### config.mk
export PLATFORM = sky130hd
export DESIGN_NAME = id_ex_ctrl
export DESIGN_NICKNAME = d
export VERILOG_FILES = /design/src/rtl/mips_ctrl_pkg.sv /design/src/rtl/main_dec.sv /design/src/rtl/id_ex_ctrl.sv
export SDC_FILE = /design/constraint.sdc
export NUM_CORES = 1
export LEC_CHECK = 0
export CORE_ASPECT_RATIO = 0.75
export CORE_MARGIN = 2
export CORE_UTILIZATION = 38
export DETAILED_ROUTE_END_ITERATION = 10
export PLACE_DENSITY = 0.71
export SLEW_MARGIN = 40
export SYNTH_ARGS = -nofsm -noshare
export SYNTH_HDL_FRONTEND = slang
export SYNTH_SLANG_ARGS = --single-unit
### constraint.sdc
create_clock -name clk -period 3.2 [get_ports clk]
set_clock_uncertainty 0.2 [all_clocks]
set_input_delay 0.48 -clock clk [delete_from_list [all_inputs] [get_ports clk]]
set_output_delay 0.48 -clock clk [all_outputs]
set_load 0.02 [all_outputs]
### src/rtl/mips_ctrl_pkg.sv
// Shared constants for the MIPS ID/EX control slice: opcodes, ALUOp codes,
// exception causes, FSM states and the datapath control bundle.
package mips_ctrl_pkg;

  localparam logic [5:0] OpRtype = 6'b000000;
  localparam logic [5:0] OpLw    = 6'b100011;
  localparam logic [5:0] OpSw    = 6'b101011;
  localparam logic [5:0] OpBeq   = 6'b000100;
  localparam logic [5:0] OpLui   = 6'b001111;
  localparam logic [5:0] OpOri   = 6'b001101;

  localparam logic [2:0] AluOpMem   = 3'b000;
  localparam logic [2:0] AluOpBeq   = 3'b001;
  localparam logic [2:0] AluOpRtype = 3'b010;
  localparam logic [2:0] AluOpLui   = 3'b011;
  localparam logic [2:0] AluOpOri   = 3'b100;
  localparam logic [2:0] AluOpExc   = 3'b111;

  localparam logic [1:0] CauseNone  = 2'b00;
  localparam logic [1:0] CauseUndef = 2'b01;
  localparam logic [1:0] CauseRsvd  = 2'b10;

  typedef enum logic {
    StRun,
    StExcWait
  } state_e;

  typedef struct packed {
    logic regwrite;
    logic memread;
    logic memwrite;
    logic alusrc;
    logic regdst;
    logic memtoreg;
    logic branch;
  } ctrl_t;

endpackage

### src/rtl/main_dec.sv
// Combinational main decoder: opcode to ALUOp code, datapath controls and a
// reserved-opcode flag.
module main_dec
  import mips_ctrl_pkg::*;
(
  input  logic [5:0] opcode,
  output logic [2:0] alu_op,
  output logic       regwrite,
  output logic       memread,
  output logic       memwrite,
  output logic       alusrc,
  output logic       regdst,
  output logic       memtoreg,
  output logic       branch,
  output logic       reserved
);

  always_comb begin
    alu_op   = AluOpMem;
    regwrite = 1'b0;
    memread  = 1'b0;
    memwrite = 1'b0;
    alusrc   = 1'b0;
    regdst   = 1'b0;
    memtoreg = 1'b0;
    branch   = 1'b0;
    reserved = 1'b0;
    unique case (opcode)
      OpRtype: begin
        alu_op   = AluOpRtype;
        regwrite = 1'b1;
        regdst   = 1'b1;
      end
      OpLw: begin
        alu_op   = AluOpMem;
        regwrite = 1'b1;
        memread  = 1'b1;
        alusrc   = 1'b1;
        memtoreg = 1'b1;
      end
      OpSw: begin
        alu_op   = AluOpMem;
        memwrite = 1'b1;
        alusrc   = 1'b1;
      end
      OpBeq: begin
        alu_op = AluOpBeq;
        branch = 1'b1;
      end
      OpLui: begin
        alu_op   = AluOpLui;
        regwrite = 1'b1;
        alusrc   = 1'b1;
      end
      OpOri: begin
        alu_op   = AluOpOri;
        regwrite = 1'b1;
        alusrc   = 1'b1;
      end
      default: begin
        // Unknown opcode: flag it and keep every write/mem control off.
        alu_op   = AluOpExc;
        reserved = 1'b1;
      end
    endcase
  end

endmodule

### src/rtl/id_ex_ctrl.sv
// ID/EX control pipeline register with a registered exception request and
// req/ack handshake towards the exception unit.
module id_ex_ctrl
  import mips_ctrl_pkg::*;
#(
  parameter int unsigned PC_W = 32
) (
  input  logic            clk,
  input  logic            rst,
  input  logic            id_valid,
  input  logic [31:0]     id_instr,
  input  logic [PC_W-1:0] id_pc,
  input  logic            stall,
  input  logic            flush,
  input  logic            ex_undefine,
  input  logic            exc_ack,
  output logic [2:0]      EX_ALUOp,
  output logic [5:0]      ex_func,
  output logic            ex_valid,
  output logic            ex_regwrite,
  output logic            ex_memread,
  output logic            ex_memwrite,
  output logic            ex_alusrc,
  output logic            ex_regdst,
  output logic            ex_memtoreg,
  output logic            ex_branch,
  output logic            exc_req,
  output logic [1:0]      exc_cause,
  output logic [PC_W-1:0] exc_pc,
  output logic            hold_req
);

  logic [2:0] dec_alu_op;
  ctrl_t      dec_ctrl;
  logic       dec_rsvd;

  logic unused_instr;
  assign unused_instr = ^id_instr[25:6];

  main_dec u_main_dec (
    .opcode   (id_instr[31:26]),
    .alu_op   (dec_alu_op),
    .regwrite (dec_ctrl.regwrite),
    .memread  (dec_ctrl.memread),
    .memwrite (dec_ctrl.memwrite),
    .alusrc   (dec_ctrl.alusrc),
    .regdst   (dec_ctrl.regdst),
    .memtoreg (dec_ctrl.memtoreg),
    .branch   (dec_ctrl.branch),
    .reserved (dec_rsvd)
  );

  state_e          state_q, state_d;
  logic            valid_q, valid_d;
  logic [2:0]      aluop_q, aluop_d;
  logic [5:0]      func_q, func_d;
  ctrl_t           ctrl_q, ctrl_d;
  logic [PC_W-1:0] pc_q, pc_d;
  logic            rsvd_q, rsvd_d;
  logic            exc_req_q, exc_req_d;
  logic [1:0]      cause_q, cause_d;
  logic [PC_W-1:0] epc_q, epc_d;
  logic            hold_q, hold_d;

  logic do_bubble, do_load;

  always_comb begin
    state_d   = state_q;
    exc_req_d = exc_req_q;
    cause_d   = cause_q;
    epc_d     = epc_q;
    hold_d    = hold_q;
    do_bubble = 1'b0;
    do_load   = 1'b0;

    unique case (state_q)
      StRun: begin
        if (valid_q && (ex_undefine || rsvd_q)) begin
          exc_req_d = 1'b1;
          hold_d    = 1'b1;
          epc_d     = pc_q;
          cause_d   = rsvd_q ? CauseRsvd : CauseUndef;
          state_d   = StExcWait;
          do_bubble = 1'b1;
        end else if (flush) begin
          do_bubble = 1'b1;
        end else if (!stall) begin
          do_load   = id_valid;
          do_bubble = !id_valid;
        end
      end
      StExcWait: begin
        // Bubble on the ack edge too; the next ID instruction enters a cycle later.
        do_bubble = 1'b1;
        if (exc_ack) begin
          exc_req_d = 1'b0;
          hold_d    = 1'b0;
          state_d   = StRun;
        end
      end
      default: state_d = StRun;
    endcase

    valid_d = valid_q;
    aluop_d = aluop_q;
    func_d  = func_q;
    ctrl_d  = ctrl_q;
    pc_d    = pc_q;
    rsvd_d  = rsvd_q;
    if (do_bubble) begin
      valid_d = 1'b0;
      aluop_d = AluOpMem;
      func_d  = '0;
      ctrl_d  = '0;
      pc_d    = '0;
      rsvd_d  = 1'b0;
    end else if (do_load) begin
      valid_d = 1'b1;
      aluop_d = dec_alu_op;
      func_d  = id_instr[5:0];
      ctrl_d  = dec_ctrl;
      pc_d    = id_pc;
      rsvd_d  = dec_rsvd;
    end
  end

  always_ff @(posedge clk) begin
    if (rst) begin
      state_q   <= StRun;
      valid_q   <= 1'b0;
      aluop_q   <= AluOpMem;
      func_q    <= '0;
      ctrl_q    <= '0;
      pc_q      <= '0;
      rsvd_q    <= 1'b0;
      exc_req_q <= 1'b0;
      cause_q   <= CauseNone;
      epc_q     <= '0;
      hold_q    <= 1'b0;
    end else begin
      state_q   <= state_d;
      valid_q   <= valid_d;
      aluop_q   <= aluop_d;
      func_q    <= func_d;
      ctrl_q    <= ctrl_d;
      pc_q      <= pc_d;
      rsvd_q    <= rsvd_d;
      exc_req_q <= exc_req_d;
      cause_q   <= cause_d;
      epc_q     <= epc_d;
      hold_q    <= hold_d;
    end
  end

  assign EX_ALUOp    = aluop_q;
  assign ex_func     = func_q;
  assign ex_valid    = valid_q;
  assign ex_regwrite = ctrl_q.regwrite;
  assign ex_memread  = ctrl_q.memread;
  assign ex_memwrite = ctrl_q.memwrite;
  assign ex_alusrc   = ctrl_q.alusrc;
  assign ex_regdst   = ctrl_q.regdst;
  assign ex_memtoreg = ctrl_q.memtoreg;
  assign ex_branch   = ctrl_q.branch;
  assign exc_req     = exc_req_q;
  assign exc_cause   = cause_q;
  assign exc_pc      = epc_q;
  assign hold_req    = hold_q;

endmodule

==> results of run 1 <==
power by group:
group / internal [mW] / total [mW] / switching (mW)
clock: 0.683 / 1.08 / 0.399
combinational: 0.0858 / 0.177 / 0.0911
sequential: 1.07 / 1.08 / 0.00731
total: 1.84 / 2.34 / 0.497
routing by layer:
metal,global-route usage,routed length (um),vias to the layer above
met3,0.0491,582,11
li1,-,-,1546
met1,0.235,3860,1433
met5,0,0,-
met4,0.0505,107,0
met2,0.295,3940,109
worst paths after layout:
| path | slack [ps] | end | start | depth (start not counted) |
|---|---|---|---|---|
| setup reg to reg | 1370 | exc_pc[23]$_SDFFE_PP0P_ | rsvd_q$_SDFFE_PP0P_ | 4 |
| setup / recovery | 940 | pc_q[13]$_SDFFE_PP0P_ | stall | 5 |
| hold / removal | 250 | pc_q[0]$_SDFFE_PP0P_ | pc_q[0]$_SDFFE_PP0P_ | 2 |
| hold reg to reg | 250 | pc_q[0]$_SDFFE_PP0P_ | pc_q[0]$_SDFFE_PP0P_ | 2 |
sequential cells by signal (all words and copies together) (netlist names):
register / cells
pc_q: 32
ex_regdst: 1
ex_alusrc: 1
state_q: 1
EX_ALUOp: 3
ex_regwrite: 1
ex_branch: 1
exc_pc: 32
ex_memtoreg: 1
ex_valid: 1
ex_memwrite: 1
ex_func: 6
hold_req: 1
rsvd_q: 1
exc_cause: 2
metrics by stage:
step / setup slack (ps) / cells / util
floorplan: 1520 / 400 / -
global placement: 659 / 582 / 0.516
detailed placement: 603 / 582 / 0.516
CTS: 943 / 598 / 0.553
global route: 821 / 598 / 0.553
finish: 943 / 598 / 0.553
cells in the mapped netlist (all sizes together), types with 2 or more instances:
| cell | number |
|---|---|
| nor3 | 3 |
| a32oi | 2 |
| nand2 | 83 |
| o211ai | 3 |
| nor2 | 12 |
| nand2b | 2 |
| nand3 | 37 |
| a311oi | 3 |
| o21ai | 37 |
| and3b | 3 |
| dfxtp | 85 |
| buf | 23 |
| a21oi | 77 |
| clkbuf | 15 |
| a211oi | 2 |
worst max-delay path: stages:
cell and delay, ps:
clkdlybuf4s50_1 630, nand2b_2 620, buf_4 320, nand2_1 70, a21oi_1 160
logic make-up after synthesis:
kind of cell	synth area share
buf+inv	0.0635
compound gates	0.210
simple gates	0.209
flops	0.517
area by class of cell:
| cell class | instances | share of cell area |
|---|---|---|
| Clock buffer | 10 | 0.0492 |
| Clock inverter | 6 | 0.0185 |
| Inverter | 2 | 0.00161 |
| Multi-Input combinational cell | 275 | 0.300 |
| Sequential cell | 85 | 0.365 |
| Tap cell | 108 | 0.0290 |
| Timing Repair Buffer | 112 | 0.236 |
==> impl_metrics.yaml, run 1 <==
critical_path:
  startpoint_type: "input pin"
  critPathMaxFanout: 31
  cp_data_required_time_ps: 3250
  endpoint_kind: "flop"
  critical_path_class: "input pin to flop"
  arrival_ps: 2310
yosys:
  synth_cell_types: 35
  avgSynthCellArea_um2: 8.22
  ys_warn_count: 0
  synth_fp_nets: 471
  yosysTopAreaCell: "dfxtp_1"
  synth_top_area_frac: 0.517
  synth_enable_flop_cells: 0
  yosys-top-cells-area: "dfxtp_1, a21oi_1, nand2_1"
  seq_area_frac_synth: 0.517
  netlist_instances: 400
  ys_ff_latch: 85
  async_reset_ff_frac: 0
  syn-cell-area_mm2: 0.00329
  dominantRegCellSynth: "dfxtp_1"
drt:
  viasPerCell: 5.18
  vias: 3099
  drt_iter0_drc: 150
  wl_mm: 8.49
  drcViolationCount: 0
  final_antenna_net_count: 0
  post_drt_wl_per_cell_um: 14.2
  dr.pass1.iters: 5
finish:
  layout_commonest_cell: "clkdlybuf4s50_1"
  layout-drive-gt1-share: 0.0755
  nFillCells: 828
  nets: 556
  multi_input_area_mm2: 0.00140
  register_area_mm2: 0.00170
  insertedDiodeCount: 0
  stdcell_area_mm2: 0.00466
  layout_common_cells: "clkdlybuf4s50_1, dfxtp_1, nand2_1"
  syn_to_final_growth_pct: 41.5
sta:
  hold_violations: 0
  worst_pin_slew_ps: 665
  slew_headroom: 0.557
  setup_viol: 0
  finalCritPeriodShare: 0.705
  holdWs_ps: 255
  min_period_ps: 2260
  rsz0062_at_grt: "false"
  final-max-slew-violation-count: 0
  max_freq_ghz: 0.443
  final.setup.tns_ps: 0
min_path:
  hold_path.class: "flop to flop"
floorplan:
  core.rowCount: 29
  start_util: 0.391
  ios: 124
  die_area_mm2: 0.00942
  die_h_um: 84.6
  core_mm2: 0.00842
  fp.dieW_um: 111
cts:
  clockBufferDepth: 2
  post-cts-setup-buffers: 0
  htree_levels: 3
  clkSinkCount: 85
  root_buffer: "clkbuf_16"
  cts_hold_buf: 0
  tritoncts: "built"
  clk_pin_slew_worst_paths_ps: 60
  insertion_delay_ps: 330
  post_cts_resized: 0
  numCtsBuffers: 9
placed_design:
  placed_cell_area_mm2: 0.00434
  gp_congestion: 0.801
  portBuffers: 103
  hpwl_mm: 5.79
grt:
  antenna_found_initial: 0
  grt_overflow: 0
  grt_max_degree: 37
  grt_pass1_vias: 2857
  grt_pass1_wl_mm: 13.7
  track_usage: 0.180
pwr:
  powerDensity_mw_per_mm2: 502
  total_power_mw: 2.34
  peakVddDrop_uv: 233
  leakagePower_nw: 1.52
run:
  maxCapViolations: 0
run_status:
  status: "completed"
No activity file was read; power rests on OpenSTA's default activity.
==> run 2, diff against run 1 <==
==> constraint.sdc (replaced) <==
create_clock -name clk -period 2.2 [get_ports clk]
set_clock_uncertainty 0.2 [all_clocks]
set_input_delay 0.33 -clock clk [delete_from_list [all_inputs] [get_ports clk]]
set_output_delay 0.33 -clock clk [all_outputs]
set_load 0.02 [all_outputs]
==> impl_metrics.yaml, run 2 (same netlist as run 1, synthesis figures left out) <==
sta:
  max_freq_ghz: 0.510
  worst_pin_slew_ps: 450
  finalCritPeriodShare: 0.891
  slew_headroom: 0.696
  final.setup.tns_ps: 0
  hold_violations: 0
  min_period_ps: 1960
  rsz0062_at_grt: "false"
  setup_viol: 0
  final-max-slew-violation-count: 0
  setup_ws_ps: 240
placed_design:
  gp_congestion: 0.862
  hpwl_mm: 6.02
  portBuffers: 103
  dp.cells: 590
  dp_slack_ps: 149
pwr:
  power.internal_mw: 2.72
  leakagePower_nw: 1.57
  powerDensity_mw_per_mm2: 728
  peakVddDrop_uv: 422
  total_power_mw: 3.47
  pwr-share-seq: 0.452
  p_sw_frac: 0.215
  clkPwrFrac: 0.470
  p_comb_frac: 0.078
  p_switching_mw: 0.748
run_status:
  status: "completed"
critical_path:
  startpoint_type: "flop"
  cpMaxStageDelayCell: "clkdlybuf4s50_1"
  cp_data_required_time_ps: 1670
  arrival_ps: 1430
  reg2regPathDepth: 4
  crit_family: "buffers and inverters"
  crit-reg2reg-launch: "state_q$_SDFF_PP0_"
  path_cells: "clkdlybuf4s50_1"
  cp-endpoint: "ex_valid"
  critPathLaunch: "ex_valid$_SDFFE_PP0P_"
  critPathMaxFanout: 5
  rr_endpoint: "pc_q[28]$_SDFFE_PP0P_"
  critical_path_class: "flop to primary output"
  endpoint_kind: "primary output"
  path_buf_inv: 1
  critPathMaxStageDelay_ps: 660
  path_depth: 1
  timing.reg2reg.setup_slack_ps: 620
drt:
  drt_iter0_drc: 179
  final_antenna_net_count: 0
  dr.pass1.iters: 4
  drcViolationCount: 0
  post_drt_wl_per_cell_um: 14.3
  vias: 3140
  wl_mm: 8.69
  viasPerCell: 5.18
finish:
  layout-drive-gt1-share: 0.0904
  syn_to_final_growth_pct: 44.8
  layout_common_cells: "clkdlybuf4s50_1, dfxtp_1, nand2_1"
  instances_no_fill: 606
  nets: 564
  insertedDiodeCount: 0
  layout_commonest_cell: "clkdlybuf4s50_1"
floorplan:
  start_util: 0.391
  die_area_mm2: 0.00942
  die_h_um: 84.6
  fp.dieW_um: 111
  core.rowCount: 29
  ios: 124
  core_mm2: 0.00842
cts:
  cts_hold_buf: 0
  clk_pin_slew_worst_paths_ps: 60
  post-cts-setup-buffers: 0
  htree_levels: 3
  root_buffer: "clkbuf_16"
  tritoncts: "built"
  clkSinkCount: 85
  insertion_delay_ps: 330
  post_cts_resized: 0
  numCtsBuffers: 9
  clockBufferDepth: 2
grt:
  grt_max_degree: 37
  grt_overflow: 0
  grt_pass1_vias: 3038
  grt_pass1_wl_mm: 14.6
  track_usage: 0.189
  antenna_found_initial: 0
min_path:
  hold_path.class: "flop to flop"
run:
  maxCapViolations: 0
## run 2: changes by cell type in the layout (fill, tap and decap cells not counted), sizes merged
cell,change
clkinvlp,+1
buf,+8
clkbuf,+1
clkinv,-1
inv,-1
## run 2: area by class of cell
cell class | count | area [um^2]
clock buffer | 11 | 243
clock inverter | 5 | 83.8
fill | 789 | 3650
inverter | 2 | 7.51
multi-input combinational | 275 | 1400
sequential | 85 | 1700
tap | 108 | 135
timing repair buffer | 120 | 1200
## run 2: worst min path at each step
stage                                  from                      end  cells past startpoint
finish              ex_func[4]$_SDFFE_PP0P_  ex_func[4]$_SDFFE_PP0P_                      2
global route          pc_q[24]$_SDFFE_PP0P_  exc_pc[24]$_SDFFE_PP0P_                      2
CTS                 ex_func[4]$_SDFFE_PP0P_  ex_func[4]$_SDFFE_PP0P_                      2
detailed placement    pc_q[24]$_SDFFE_PP0P_    pc_q[24]$_SDFFE_PP0P_                      2
global placement      pc_q[28]$_SDFFE_PP0P_    pc_q[28]$_SDFFE_PP0P_                      2
floorplan              pc_q[2]$_SDFFE_PP0P_     pc_q[2]$_SDFFE_PP0P_                      2
## run 2: power groups by stage
stage | clock, mW | combinational, mW | sequential, mW
after global routing | 1.73 | 0.296 | 1.57
after detailed placement | 0 | 0.271 | 1.60
after CTS | 1.66 | 0.273 | 1.57
final | 1.63 | 0.272 | 1.57
after global placement | 0 | 0.269 | 1.60
after floorplan | 0 | 0.116 | 1.61
## run 2: metrics by stage
stage	hold WS, ps	utilization	cell area [um^2]
after floorplan	234	-	3290
after global placement	243	0.527	4440
after detailed placement	247	0.527	4440
after CTS	258	0.566	4760
after global routing	274	0.566	4760
final	256	0.566	4760
## run 2: layer usage
layer  vias to the layer above  share of wire  track usage
li1                       1559              -            -
met1                      1473           0.46        0.240
met2                        99           0.48        0.321
met3                         9          0.053       0.0513
met4                         0          0.010       0.0505
met5                         -              0            0
## run 2: worst register-to-register path: cells and delay by family (launching register included)
family	cells	cell delay, ps
AOI/OAI and AO/OA	2	380
and+or+nand+nor	1	290
DFF	1	410
buffers and inverters	1	210
